## src/rtl/wmv_pkg.sv

```systemverilog
// Shared types and constants for the weighted majority vote sequencer.
package wmv_pkg;

    localparam int unsigned WMV_N_VOTERS = 32'd4;
    localparam int unsigned WMV_W_WIDTH  = 32'd3;
    localparam int unsigned WMV_WINDOW   = 32'd8;

    // Weight every voter gets after reset.
    localparam int unsigned WMV_DEFAULT_WEIGHT = 32'd1;

    typedef enum logic [1:0] {
        ST_IDLE   = 2'b00,
        ST_LOAD   = 2'b01,
        ST_ACCUM  = 2'b10,
        ST_DECIDE = 2'b11
    } wmv_state_e;

    // Accumulator width big enough for WINDOW samples of every voter at full weight.
    function automatic int unsigned wmv_sum_w(input int unsigned window,
                                              input int unsigned n_voters,
                                              input int unsigned w_width);
        wmv_sum_w = $clog2(window * n_voters * ((32'd1 << w_width) - 32'd1) + 32'd1);
    endfunction

endpackage

```

## src/rtl/wmv_weighted_sum.sv

```systemverilog
// Combinational weighted popcount: splits the weight table into yes and no
// partial sums according to the current voter bits.
module wmv_weighted_sum #(
    parameter int unsigned N_VOTERS = 32'd4,
    parameter int unsigned W_WIDTH  = 32'd3,
    parameter int unsigned SUM_W    = 32'd8
) (
    input  logic [N_VOTERS-1:0]         vote_i,
    input  logic [N_VOTERS*W_WIDTH-1:0] weights_i,
    output logic [SUM_W-1:0]            yes_sum_o,
    output logic [SUM_W-1:0]            no_sum_o
);

    // Route each voter's weight to the yes or no total.
    always_comb begin
        yes_sum_o = '0;
        no_sum_o  = '0;
        for (int i = 0; i < int'(N_VOTERS); i++) begin
            if (vote_i[i]) begin
                yes_sum_o = yes_sum_o + SUM_W'(weights_i[i*W_WIDTH +: W_WIDTH]);
            end else begin
                no_sum_o  = no_sum_o + SUM_W'(weights_i[i*W_WIDTH +: W_WIDTH]);
            end
        end
    end

endmodule

```

## src/rtl/wmv_vote_sequencer.sv

```systemverilog
// Weighted majority vote sequencer: serial weight load, windowed weighted
// accumulation of voter bits, and a registered decision with a valid pulse.
module wmv_vote_sequencer
    import wmv_pkg::*;
#(
    parameter  int unsigned N_VOTERS = WMV_N_VOTERS,
    parameter  int unsigned W_WIDTH  = WMV_W_WIDTH,
    parameter  int unsigned WINDOW   = WMV_WINDOW,
    localparam int unsigned SUM_W    = wmv_sum_w(WINDOW, N_VOTERS, W_WIDTH)
) (
    input  logic                clk,
    input  logic                rst_n,
    input  logic                ena,
    input  logic                cfg_mode,
    input  logic                cfg_bit,
    input  logic                cfg_strobe,
    input  logic                start,
    input  logic [N_VOTERS-1:0] vote_in,
    output logic                busy,
    output logic                cfg_done,
    output logic                dec_valid,
    output logic                decision,
    output logic                tie,
    output logic [SUM_W-1:0]    sum_yes
);

    localparam int unsigned TBITS  = N_VOTERS * W_WIDTH;
    localparam int unsigned BIT_W  = (TBITS > 32'd1) ? $clog2(TBITS) : 32'd1;
    localparam int unsigned SAMP_W = (WINDOW > 32'd1) ? $clog2(WINDOW) : 32'd1;
    localparam logic [BIT_W-1:0]   LAST_BIT  = BIT_W'(TBITS - 32'd1);
    localparam logic [SAMP_W-1:0]  LAST_SAMP = SAMP_W'(WINDOW - 32'd1);
    localparam logic [W_WIDTH-1:0] DEF_W     = W_WIDTH'(WMV_DEFAULT_WEIGHT);

    wmv_state_e         state_q, state_d;
    logic [TBITS-1:0]   weights_q, weights_d;
    logic [TBITS-1:0]   shadow_q, shadow_d;
    logic [BIT_W-1:0]   bit_cnt_q, bit_cnt_d;
    logic [SAMP_W-1:0]  samp_cnt_q, samp_cnt_d;
    logic [SUM_W-1:0]   yes_acc_q, yes_acc_d;
    logic [SUM_W-1:0]   no_acc_q, no_acc_d;
    logic               busy_q, busy_d;
    logic               cfg_done_q, cfg_done_d;
    logic               dec_valid_q, dec_valid_d;
    logic               decision_q, decision_d;
    logic               tie_q, tie_d;
    logic [SUM_W-1:0]   sum_yes_q, sum_yes_d;
    logic [SUM_W-1:0]   yes_part_s;
    logic [SUM_W-1:0]   no_part_s;

    wmv_weighted_sum #(
        .N_VOTERS (N_VOTERS),
        .W_WIDTH  (W_WIDTH),
        .SUM_W    (SUM_W)
    ) u_wsum (
        .vote_i    (vote_in),
        .weights_i (weights_q),
        .yes_sum_o (yes_part_s),
        .no_sum_o  (no_part_s)
    );

    // Next-state and output computation for the load/accumulate/decide sequence.
    always_comb begin
        state_d     = state_q;
        weights_d   = weights_q;
        shadow_d    = shadow_q;
        bit_cnt_d   = bit_cnt_q;
        samp_cnt_d  = samp_cnt_q;
        yes_acc_d   = yes_acc_q;
        no_acc_d    = no_acc_q;
        cfg_done_d  = 1'b0;
        dec_valid_d = 1'b0;
        decision_d  = decision_q;
        tie_d       = tie_q;
        sum_yes_d   = sum_yes_q;

        case (state_q)
            ST_IDLE: begin
                // Configuration has priority; a simultaneous start is dropped.
                if (cfg_mode) begin
                    state_d   = ST_LOAD;
                    bit_cnt_d = '0;
                end else if (start) begin
                    state_d    = ST_ACCUM;
                    yes_acc_d  = '0;
                    no_acc_d   = '0;
                    samp_cnt_d = '0;
                end else begin
                    state_d = ST_IDLE;
                end
            end
            ST_LOAD: begin
                if (!ena) begin
                    state_d = ST_LOAD;
                end else if (!cfg_mode) begin
                    // Abort: the live table keeps its previous contents.
                    state_d = ST_IDLE;
                end else if (cfg_strobe) begin
                    shadow_d = {shadow_q[TBITS-2:0], cfg_bit};
                    if (bit_cnt_q == LAST_BIT) begin
                        weights_d  = shadow_d;
                        cfg_done_d = 1'b1;
                        state_d    = ST_IDLE;
                    end else begin
                        bit_cnt_d = bit_cnt_q + BIT_W'(1);
                    end
                end else begin
                    state_d = ST_LOAD;
                end
            end
            ST_ACCUM: begin
                if (ena) begin
                    yes_acc_d = yes_acc_q + yes_part_s;
                    no_acc_d  = no_acc_q + no_part_s;
                    if (samp_cnt_q == LAST_SAMP) begin
                        state_d = ST_DECIDE;
                    end else begin
                        samp_cnt_d = samp_cnt_q + SAMP_W'(1);
                    end
                end else begin
                    state_d = ST_ACCUM;
                end
            end
            ST_DECIDE: begin
                decision_d  = (yes_acc_q > no_acc_q);
                tie_d       = (yes_acc_q == no_acc_q);
                sum_yes_d   = yes_acc_q;
                dec_valid_d = 1'b1;
                state_d     = ST_IDLE;
            end
            default: begin
                state_d = ST_IDLE;
            end
        endcase

        busy_d = (state_d != ST_IDLE);
    end

    // State, weight table, accumulators and registered outputs.
    always_ff @(posedge clk or negedge rst_n) begin
        if (!rst_n) begin
            state_q     <= ST_IDLE;
            weights_q   <= {N_VOTERS{DEF_W}};
            shadow_q    <= '0;
            bit_cnt_q   <= '0;
            samp_cnt_q  <= '0;
            yes_acc_q   <= '0;
            no_acc_q    <= '0;
            busy_q      <= 1'b0;
            cfg_done_q  <= 1'b0;
            dec_valid_q <= 1'b0;
            decision_q  <= 1'b0;
            tie_q       <= 1'b0;
            sum_yes_q   <= '0;
        end else begin
            state_q     <= state_d;
            weights_q   <= weights_d;
            shadow_q    <= shadow_d;
            bit_cnt_q   <= bit_cnt_d;
            samp_cnt_q  <= samp_cnt_d;
            yes_acc_q   <= yes_acc_d;
            no_acc_q    <= no_acc_d;
            busy_q      <= busy_d;
            cfg_done_q  <= cfg_done_d;
            dec_valid_q <= dec_valid_d;
            decision_q  <= decision_d;
            tie_q       <= tie_d;
            sum_yes_q   <= sum_yes_d;
        end
    end

    assign busy      = busy_q;
    assign cfg_done  = cfg_done_q;
    assign dec_valid = dec_valid_q;
    assign decision  = decision_q;
    assign tie       = tie_q;
    assign sum_yes   = sum_yes_q;

endmodule
```

## config.mk

```make
export PLATFORM = sky130hd
export DESIGN_NAME = wmv_vote_sequencer
export DESIGN_NICKNAME = d
export VERILOG_FILES = /design/src/rtl/wmv_pkg.sv /design/src/rtl/wmv_weighted_sum.sv /design/src/rtl/wmv_vote_sequencer.sv
export SDC_FILE = /design/constraint.sdc
export NUM_CORES = 1
export LEC_CHECK = 0
export CORE_ASPECT_RATIO = 1.5
export CORE_MARGIN = 10
export CORE_UTILIZATION = 45
export CTS_CLUSTER_SIZE = 40
export DETAILED_ROUTE_END_ITERATION = 12
export PLACE_DENSITY = 0.66
export RECOVER_POWER = 50
export SYNTH_ARGS = -nofsm -noshare
export SYNTH_HDL_FRONTEND = slang
export SYNTH_SLANG_ARGS = --single-unit
```

## constraint.sdc

```tcl
create_clock -name clk -period 8.2 [get_ports clk]
set_input_delay 1.23 -clock clk [delete_from_list [all_inputs] [get_ports clk]]
set_output_delay 1.23 -clock clk [all_outputs]
set_load 0.05 [all_outputs]
```

---- Word level (Yosys, flattened, before mapping) ----
Cells that the tools add are included.
storage, ports and cells
  flip-flop bits (word level) ............. 61
  bits of input ports ..................... 11
  output and inout port bits .............. 13
  word-level logic and storage cells ...... 88
operators by class
  $add $sub $neg .......................... 10
  $lt $le $gt $ge ......................... 1
  eq/ne operators ......................... 15
  mux-type cells .......................... 40
  reductions and logical operators ........ 9
operators with widths
  cell                                                           count
  8-bit 2-to-1 mux                                               10
  8-bit by 3-bit adder with 8-bit output                         4
  8-bit one-hot mux with 2 select lines                          2
  4-bit 2-to-1 mux                                               5
  3-bit 2-to-1 mux                                               6
  2-bit != test, second input constant                           9
  8-bit adder                                                    2
  2-bit 2-to-1 mux                                               8
  5-bit AND reduction                                            2
  3-bit by 3-bit adder with 4-bit output                         2
  8-bit equality test                                            1
  8-bit greater-than comparator                                  1
  2-bit one-hot mux with 4 select lines                          1
  4-bit one-hot mux with 2 select lines                          1
  4-bit AND reduction                                            2
  1-bit 2-to-1 mux                                               6
  3-bit one-hot mux with 2 select lines                          1
  6-bit AND reduction                                            1
  2-bit nonzero test                                             3
  4-bit by 1-bit adder with 4-bit output, second input constant  1
  2-bit equality test, second input constant                     2
  4-bit equality test, second input constant                     1
  3-bit by 1-bit adder with 3-bit output, second input constant  1
  3-bit equality test, second input constant                     1
  other kinds (2)                                                2

---- Longest topological paths before layout ----
Gate-level depths: netlist (run 1).
  word-level depth ........................ 10
  mapped depth ............................ 22
  mapped depth without buffers ............ 22

---- Hierarchy ----
Synthesis (run 1) repeated with hierarchy kept, for this count alone.
unflattened totals
  cells, all modules ...................... 402
  area, all modules ....................... 4212.8 um^2
by module, submodules not included
  module              instances  cells an instance  area each (um^2)  sequential area each (um^2)
  wmv_vote_sequencer  1          270                3133.0            1531.5
  wmv_weighted_sum    1          132                1079.8            0.0

---- Least setup slack after synthesis (run 1) ----
OpenSTA, ideal clock, no wires.
  path type ............................... input -> register
  from .................................... input vote_in[0]
  to ...................................... register no_acc_q[7]
  setup time .............................. 0.123 ns
  arrival time ............................ 4.999 ns
  required time ........................... 8.077 ns
  slack ................................... 3.078 ns
  stages .................................. 20
  path buffers ............................ 0
  cells stage by stage .................... nor2b_1 ha_1 inv_1 fa_1 nor2_1 a21oi_1 fa_1 mux2i_1 ha_1 a21o_1 a21oi_1 nor2_1 xnor2_1 xnor2_1 ha_1 o21ai_0 o21bai_1 nand2_1 a2111o_1 mux2i_1
between the ends
  longest elaborated chain between the ends .. 10
RTL lines
  what                                     RTL line                   source
  start: declaration                       wmv_vote_sequencer.sv:18   input logic [N_VOTERS-1:0] vote_in,
  3-bit 2-to-1 mux *                       wmv_weighted_sum.sv:19     if (vote_i[i]) begin
  3-bit by 3-bit adder with 4-bit output   wmv_weighted_sum.sv:22     no_sum_o = no_sum_o + SUM_W'(weights_i[i*W_WIDTH +: W_WIDTH]);
  8-bit 2-to-1 mux *                       wmv_weighted_sum.sv:19
  8-bit by 3-bit adder with 8-bit output   wmv_weighted_sum.sv:22
  8-bit 2-to-1 mux *                       wmv_weighted_sum.sv:19
  8-bit by 3-bit adder with 8-bit output   wmv_weighted_sum.sv:22
  8-bit 2-to-1 mux *                       wmv_weighted_sum.sv:19
  8-bit adder *                            wmv_vote_sequencer.sv:113  no_acc_d = no_acc_q + no_part_s;
  8-bit 2-to-1 mux *                       wmv_vote_sequencer.sv:111  if (ena) begin
  8-bit one-hot mux with 2 select lines *  wmv_vote_sequencer.sv:76   case (state_q)
  end signal: assignment                   wmv_vote_sequencer.sv:161  no_acc_q <= no_acc_d;
  end: declaration                         wmv_vote_sequencer.sv:40   logic [SUM_W-1:0] no_acc_q, no_acc_d;
Mark *: on every way between the ends. The rest lies on a longest branch, timed or not. The select of a mux whose other input is x is not followed.
A chain may end at the register's enable or synchronous reset.

---- Worst setup path in the final report (run 1) ----
  from .................................... input vote_in[0]
  to ...................................... register yes_acc_q[7]
between the ends
  longest elaborated chain between the ends .. 10
RTL lines
  what                                     RTL line                   source
  3-bit 2-to-1 mux *                       wmv_weighted_sum.sv:19
  3-bit by 3-bit adder with 4-bit output   wmv_weighted_sum.sv:20     yes_sum_o = yes_sum_o + SUM_W'(weights_i[i*W_WIDTH +: W_WIDTH]);
  8-bit 2-to-1 mux *                       wmv_weighted_sum.sv:19
  8-bit by 3-bit adder with 8-bit output   wmv_weighted_sum.sv:20
  8-bit 2-to-1 mux *                       wmv_weighted_sum.sv:19
  8-bit by 3-bit adder with 8-bit output   wmv_weighted_sum.sv:20
  8-bit 2-to-1 mux *                       wmv_weighted_sum.sv:19
  8-bit adder *                            wmv_vote_sequencer.sv:112  yes_acc_d = yes_acc_q + yes_part_s;
  8-bit 2-to-1 mux *                       wmv_vote_sequencer.sv:111
  8-bit one-hot mux with 2 select lines *  wmv_vote_sequencer.sv:76
  end signal: assignment                   wmv_vote_sequencer.sv:160  yes_acc_q <= yes_acc_d;
  end: declaration                         wmv_vote_sequencer.sv:39   logic [SUM_W-1:0] yes_acc_q, yes_acc_d;
Marks and branches as above.

==> reports/qor.yml, run 1 <==
floorplanning:
  start_util_pct: 46.3
  die-area_um2: 13400
  chipWidth_um: 97.8
  core_area_um2: 8830
  std_cell_rows: 42
  die_h_um: 137
  boundaryPins: 24
place:
  portBuffers: 23
  dp_slack_ns: 2.14
  place_hpwl_mm: 6.57
  routabilityCongestion: 0.857
cells_and_area:
  num_antenna_cells: 0
  area_growth_pct: 14.6
  layout-drive-gt1-share_pct: 10.2
  finalNetCount: 515
  fillers: 812
global_route:
  met1_usage_pct: 14.3
  met2_usage_pct: 25.3
  grt_max_degree: 62
  grt_first_pass_wirelength_mm: 14.9
  use_met3_pct: 3.03
  grt-busiest-layer: "met2"
  overflow: 0
  track_usage_pct: 13.6
  grt_pass1_vias: 3188
  antenna_found_initial: 0
status:
  status: "finished with violations"
  violations: "max-capacitance violations, max-slew violations"
drt:
  vias_per_cell: 5.31
  postRouteAntennaNets: 0
  wl_per_cell_um: 15.0
  vias: 3027
  drt_first_pass_iters: 4
  drt_wl_total_mm: 8.53
  drt-initial-drc-count: 92
  drc_errors: 0
synth:
  syn_area_um2: 4090
  synth_edf_count: 0
  synthTopCellsByCount: "nand2_1, dfrtp_1, ha_1"
  ys_ff_latch: 61
  async_flop_share_pct: 100
  synth_area_leaders: "dfrtp_1, ha_1, nand2_1"
  yosysMostFrequentCell: "nand2_1"
  yosys_most_used_dff: "dfrtp_1"
  synth_nets: 489
  synth_top_area_share_pct: 34.9
  synthDistinctLibCells: 49
  yosysWarnings: 0
  synth_seq_area_share_pct: 37.5
  yosysTopAreaCell: "dfrtp_1"
  postSynthCellCount: 429
  synth_area_per_cell_um2: 9.53
setup_path:
  cp-end-kind: "flop"
  cp_max_fo: 6
  critPathRequiredTime_ns: 8.46
  crit_arrival_ns: 6.04
  start_kind: "primary input"
  crit_type: "primary input to flop"
cts:
  hold_buffers: 0
  cts_setup_buffers: 0
  cts-resized-gates: 0
  cts_tree: "built"
  clock_latency_ns: 0.33
  htreeDepth: 3
  cts_made_buffers: 9
  cts-root-buf: "clkbuf_16"
  clock_sinks: 61
  clock_path_buffers: 2
  clk_pin_slew_ns: 0.05
timing:
  relSlewSlack_pct: -115
  skew_ns: 0.0104
  min_period_over_period_pct: 70.5
  min_period_ns: 5.78
  tightest_slew_ns: 3.22
  fmax_ghz: 0.173
  setup_viol: 0
  maxSlewViolCount: 62
  finalWorstSetupSlack_ns: 2.42
  finalSetupTns_ns: 0
  finalHoldViolations: 0
  rsz0062_at_grt: "false"
power_and_ir_drop:
  ir_drop_mv: 0.140
  power.leakage_nw: 2.28
  powerDensity_nw_per_um2: 211
hold_path:
  hold_class: "flop to flop"
job:
  max-cap-violations: 1
==> worst paths after layout <==
kind	startpoint	to	slack, ns	depth (start not counted)
max reg2reg	weights_q[0]	yes_acc_q[7]	3.36	21
min in group asynchronous	rst_n	shadow_q[2]	2.07	2
min reg2reg	shadow_q[10]	shadow_q[10]	0.48	2
max	vote_in[0]	yes_acc_q[7]	2.42	22
min	shadow_q[10]	shadow_q[10]	0.48	2
max in group asynchronous	rst_n	sum_yes[0]	4.30	2
==> per-stage QoR <==
stage          power [mW]  util [%]  hold slack, ns  cells  area [um2]
2_1_floorplan       0.569         -           0.440    429        4090
4_1_cts              1.00      53.1           0.479    570        4690
3_5_place_dp        0.648      49.9           0.465    554        4410
5_1_grt              1.06      53.1           0.522    570        4680
3_3_place_gp        0.639      49.9           0.461    554        4410
6_report            0.989      53.1           0.475    570        4680
==> area by class of cell <==
| cell class | count | area, um2 | share of cell area (%) |
|---|---|---|---|
| clock buffer | 11 | 243 | 5.18 |
| clock inverter | 5 | 36.3 | 0.775 |
| inverter | 32 | 120 | 2.56 |
| multi-input combinational | 326 | 2380 | 50.8 |
| sequential | 61 | 1530 | 32.7 |
| tap | 110 | 138 | 2.94 |
| timing repair buffer | 25 | 236 | 5.05 |
==> report_power, final <==
part           internal, mW  switching, mW
clock network         0.213          0.133
logic                 0.104          0.152
registers             0.346         0.0403
total                 0.663          0.326
==> registers in the layout, indices dropped and copies added, names as in the netlist <==
register	cells
bit_cnt_q	4
busy	1
cfg_done	1
dec_valid	1
decision	1
no_acc_q	8
samp_cnt_q	3
shadow_q	11
state_q	2
sum_yes	8
tie	1
weights_q	12
yes_acc_q	8
==> cells by family after synthesis <==
kind of cell / synth area share, %
mux: 8.57
flops: 37.5
buf+inv: 4.35
fa+ha+maj: 16.5
compound gates: 14.5
xor+xnor: 3.21
simple gates: 15.5
==> cell usage in the layout (no fill, tap or decap), types with 3 or more instances in the layout <==
| cell | Yosys | final |
|---|---|---|
| o21ai_0 | 32 | 32 |
| dfstp_2 | 4 | 4 |
| dfrtp_1 | 57 | 57 |
| mux2_1 | 4 | 4 |
| ha_1 | 41 | 41 |
| inv_1 | 32 | 32 |
| o21bai_1 | 6 | 6 |
| mux2_2 | 20 | 20 |
| xnor2_1 | 10 | 10 |
| a211oi_1 | 5 | 5 |
| mux2i_1 | 8 | 8 |
| a22o_1 | 4 | 4 |
| o31ai_1 | 3 | 3 |
| o21a_1 | 4 | 4 |
| clkbuf_16 | 0 | 9 |
| nor2_1 | 23 | 23 |
| fa_1 | 8 | 8 |
| nor2b_1 | 12 | 12 |
| nor3_1 | 4 | 4 |
| xor2_1 | 5 | 5 |
| a21o_1 | 10 | 10 |
| nand2_1 | 74 | 74 |
| nand3_1 | 6 | 6 |
| clkinvlp_4 | 0 | 3 |
| clkdlybuf4s50_1 | 0 | 22 |
| a21oi_1 | 17 | 17 |
==> critical path, stage by stage <==
cell	delay, ns
clkdlybuf4s50_1	0.55
and2_1	0.19
ha_1	0.18
inv_1	0.06
fa_1	0.44
mux2i_1	0.24
inv_1	0.10
fa_1	0.51
nand2_1	0.05
o21ai_0	0.22
inv_1	0.10
ha_1	0.29
a21oi_1	0.17
o21ai_0	0.17
xnor2_1	0.18
xnor2_1	0.23
ha_1	0.30
o21ai_0	0.12
o21bai_1	0.12
or3_1	0.34
a21oi_1	0.13
a31o_1	0.11
==> routing by layer <==
metal,wire length (um),vias up,part of all wire [%]
li1,-,1532,-
met1,3440,1454,40
met4,138,0,1.6
met5,0,-,0
met2,4710,30,55
met3,238,11,2.8
Power figures use the tool's default switching activity.
==> inputs of run 2 (changes only) <==
Settings changed: PLACE_DENSITY 0.66 to 0.68.
Clock period 8.2 ns to 5.05 ns, I/O delays scaled along.
==> reports/qor.yml, run 2 (same netlist as run 1, synthesis figures left out) <==
timing:
  min_period_over_period_pct: 93.0
  min_period_ns: 4.69
  fmax_ghz: 0.213
  setup_viol: 0  # unchanged
  relSlewSlack_pct: -116  # -1.9 points
  tightest_slew_ns: 3.25  # +0.0284 ns
  rsz0062_at_grt: "false"
  skew_ns: 0.00695  # -0.00342 ns
  maxSlewViolCount: 62  # unchanged
  finalHoldViolations: 0  # unchanged
  finalSetupTns_ns: 0  # unchanged
setup_path:
  cp-startpoint: "vote_in[0]"
  crit_type: "primary input to flop"
  r2r-start: "weights_q[0]"
  critPathRequiredTime_ns: 5.26  # -3.20 ns
  cp-end-kind: "flop"
  cp_max_fo: 4  # -2
  crit_arrival_ns: 4.90  # -1.14 ns
  start_kind: "primary input"
global_route:
  antenna_found_initial: 0  # unchanged
  grt_max_degree: 62  # unchanged
  grt_first_pass_wirelength_mm: 15.4  # +3.5%
  track_usage_pct: 14.0  # +0.40 points
  overflow: 0  # unchanged
  grt_pass1_vias: 3350  # +5.1%
cts:
  clock_latency_ns: 0.33  # about the same
  htreeDepth: 3  # unchanged
  clock_sinks: 61  # unchanged
  clock_path_buffers: 2  # unchanged
  cts-root-buf: "clkbuf_16"
  cts_tree: "built"
  hold_buffers: 0  # unchanged
  cts_made_buffers: 9  # unchanged
  clk_pin_slew_ns: 0.05  # about the same
drt:
  postRouteAntennaNets: 0  # unchanged
  drt_wl_total_mm: 8.88  # +4.1%
  drt_first_pass_iters: 4  # unchanged
  vias: 3182  # +5.1%
  drc_errors: 0  # unchanged
  drt-initial-drc-count: 138  # +50%
  wl_per_cell_um: 15.0  # -0.10%
  vias_per_cell: 5.36  # +0.87%
cells_and_area:
  reg_top3: "weights_q x12, shadow_q x11"
  num_antenna_cells: 0  # unchanged
  final_cell_mix: "nand2_1, dfrtp_1, ha_1"
  final_common_cell: "nand2_1"
  area_growth_pct: 19.3
  layout-drive-gt1-share_pct: 15.3  # +5.1 points
  stdcell_count: 594  # +4.2%
  largest_reg_flops: 12  # unchanged
  regMostFlops: "weights_q"
  finalNetCount: 539  # +4.7%
floorplanning:
  std_cell_rows: 42  # unchanged
  start_util_pct: 46.3  # unchanged
  core_area_um2: 8830  # unchanged
  chipWidth_um: 97.8  # unchanged
  die_h_um: 137  # unchanged
  boundaryPins: 24  # unchanged
  die-area_um2: 13400  # unchanged
job:
  max-cap-violations: 1  # unchanged
power_and_ir_drop:
  ir_drop_mv: 0.264  # +89%
  powerDensity_nw_per_um2: 335  # +59%
  power.leakage_nw: 2.40  # +5.4%
place:
  placedCellCount: 575  # +3.8%
  portBuffers: 23  # unchanged
  place_hpwl_mm: 6.84  # +4.1%
  routabilityCongestion: 0.798  # -6.9%
status:
  violations: "max-capacitance violations, max-slew violations"
  status: "finished with violations"
hold_path:
  hold_class: "flop to flop"
  min_from: "shadow_q[10]"
==> run 2: cell types whose count changed in the layout (fill, tap and decap cells not counted) <==
cell | previous run | this run
a21oi_1 | 17 | 16
a21oi_2 | 0 | 1
buf_4 | 1 | 25
clkdlybuf4s50_1 | 22 | 21
dlymetal6s2s_1 | 0 | 1
ha_1 | 41 | 40
ha_2 | 0 | 1
mux2i_1 | 8 | 7
mux2i_2 | 0 | 1
o21ai_0 | 32 | 28
o21ai_1 | 0 | 4
==> run 2: timing repair <==
item	in CTS	in global routing
setup endpoints to repair	5	9
setup buffers	1	2
pin swaps	0	4
gates resized for setup	4	4
==> run 2: critical path: stages <==
cell            delay [ns]
dlymetal6s2s_1        0.15
nor2b_1               0.16
ha_2                  0.21
inv_1                 0.05
fa_1                  0.48
nor2_1                0.05
a21oi_2               0.14
fa_1                  0.44
mux2i_2               0.22
ha_1                  0.27
a21o_1                0.18
a21oi_1               0.13
nor2_1                0.07
xnor2_1               0.23
xnor2_1               0.09
ha_1                  0.31
o21ai_0               0.11
o21bai_1              0.21
nand2_1               0.08
a2111o_1              0.42
mux2i_1               0.13
==> run 2: final timing paths <==
| kind | end | slack [ns] | depth (start not counted) |
|---|---|---|---|
| max in group asynchronous | sum_yes[1] | 1.60 | 2 |
| worst max-delay path | no_acc_q[7] | 0.36 | 21 |
| min in group asynchronous | shadow_q[3] | 1.61 | 2 |
| worst min register to register | shadow_q[10] | 0.48 | 2 |
| worst max register to register | no_acc_q[7] | 0.38 | 20 |
| worst min-delay path | shadow_q[10] | 0.48 | 2 |
==> run 2: area by class of cell <==
class / instances / area, um2
Fill cell: 784 / 3950
Multi-Input combinational cell: 326 / 2390
Sequential cell: 61 / 1530
Timing Repair Buffer: 49 / 419
Clock buffer: 11 / 243
Tap cell: 110 / 138
Inverter: 32 / 120
Clock inverter: 5 / 36.3
==> run 2: metrics by stage <==
step / setup slack (ns) / area [um2] / total power [mW] / util (%) / hold slack [ns]
2_1_floorplan: 0.401 / 4090 / 0.924 / - / 0.440
3_3_place_gp: -0.375 / 4570 / 1.06 / 51.7 / 0.464
3_5_place_dp: -0.442 / 4570 / 1.08 / 51.7 / 0.469
4_1_cts: 0.00128 / 4860 / 1.66 / 55.1 / 0.483
5_1_grt: 0.00628 / 4880 / 1.74 / 55.2 / 0.518
6_report: 0.355 / 4880 / 1.64 / 55.2 / 0.478
==> run 2: report_power, final <==
group          total, mW  internal [mW]  switching, mW
registers          0.629          0.562         0.0666
clock network      0.563          0.345          0.217
logic              0.444          0.189          0.255
==> run 2: routing by layer <==
layer / part of all wire [%] / up-vias / GRT usage [%] / wire length (um)
met5: 0 / - / 0 / 0
met4: 1.9 / 0 / 5.27 / 170
met3: 2.6 / 12 / 3.63 / 233
met2: 55 / 31 / 26.6 / 4900
met1: 40 / 1557 / 14.2 / 3580
li1: - / 1582 / - / -
==> inputs of run 3 (changes only) <==
Settings changed: SLEW_MARGIN set to 20.
==> results of run 3 <==
Same layout as run 2: the final DEF is identical, and so are final timing and power.
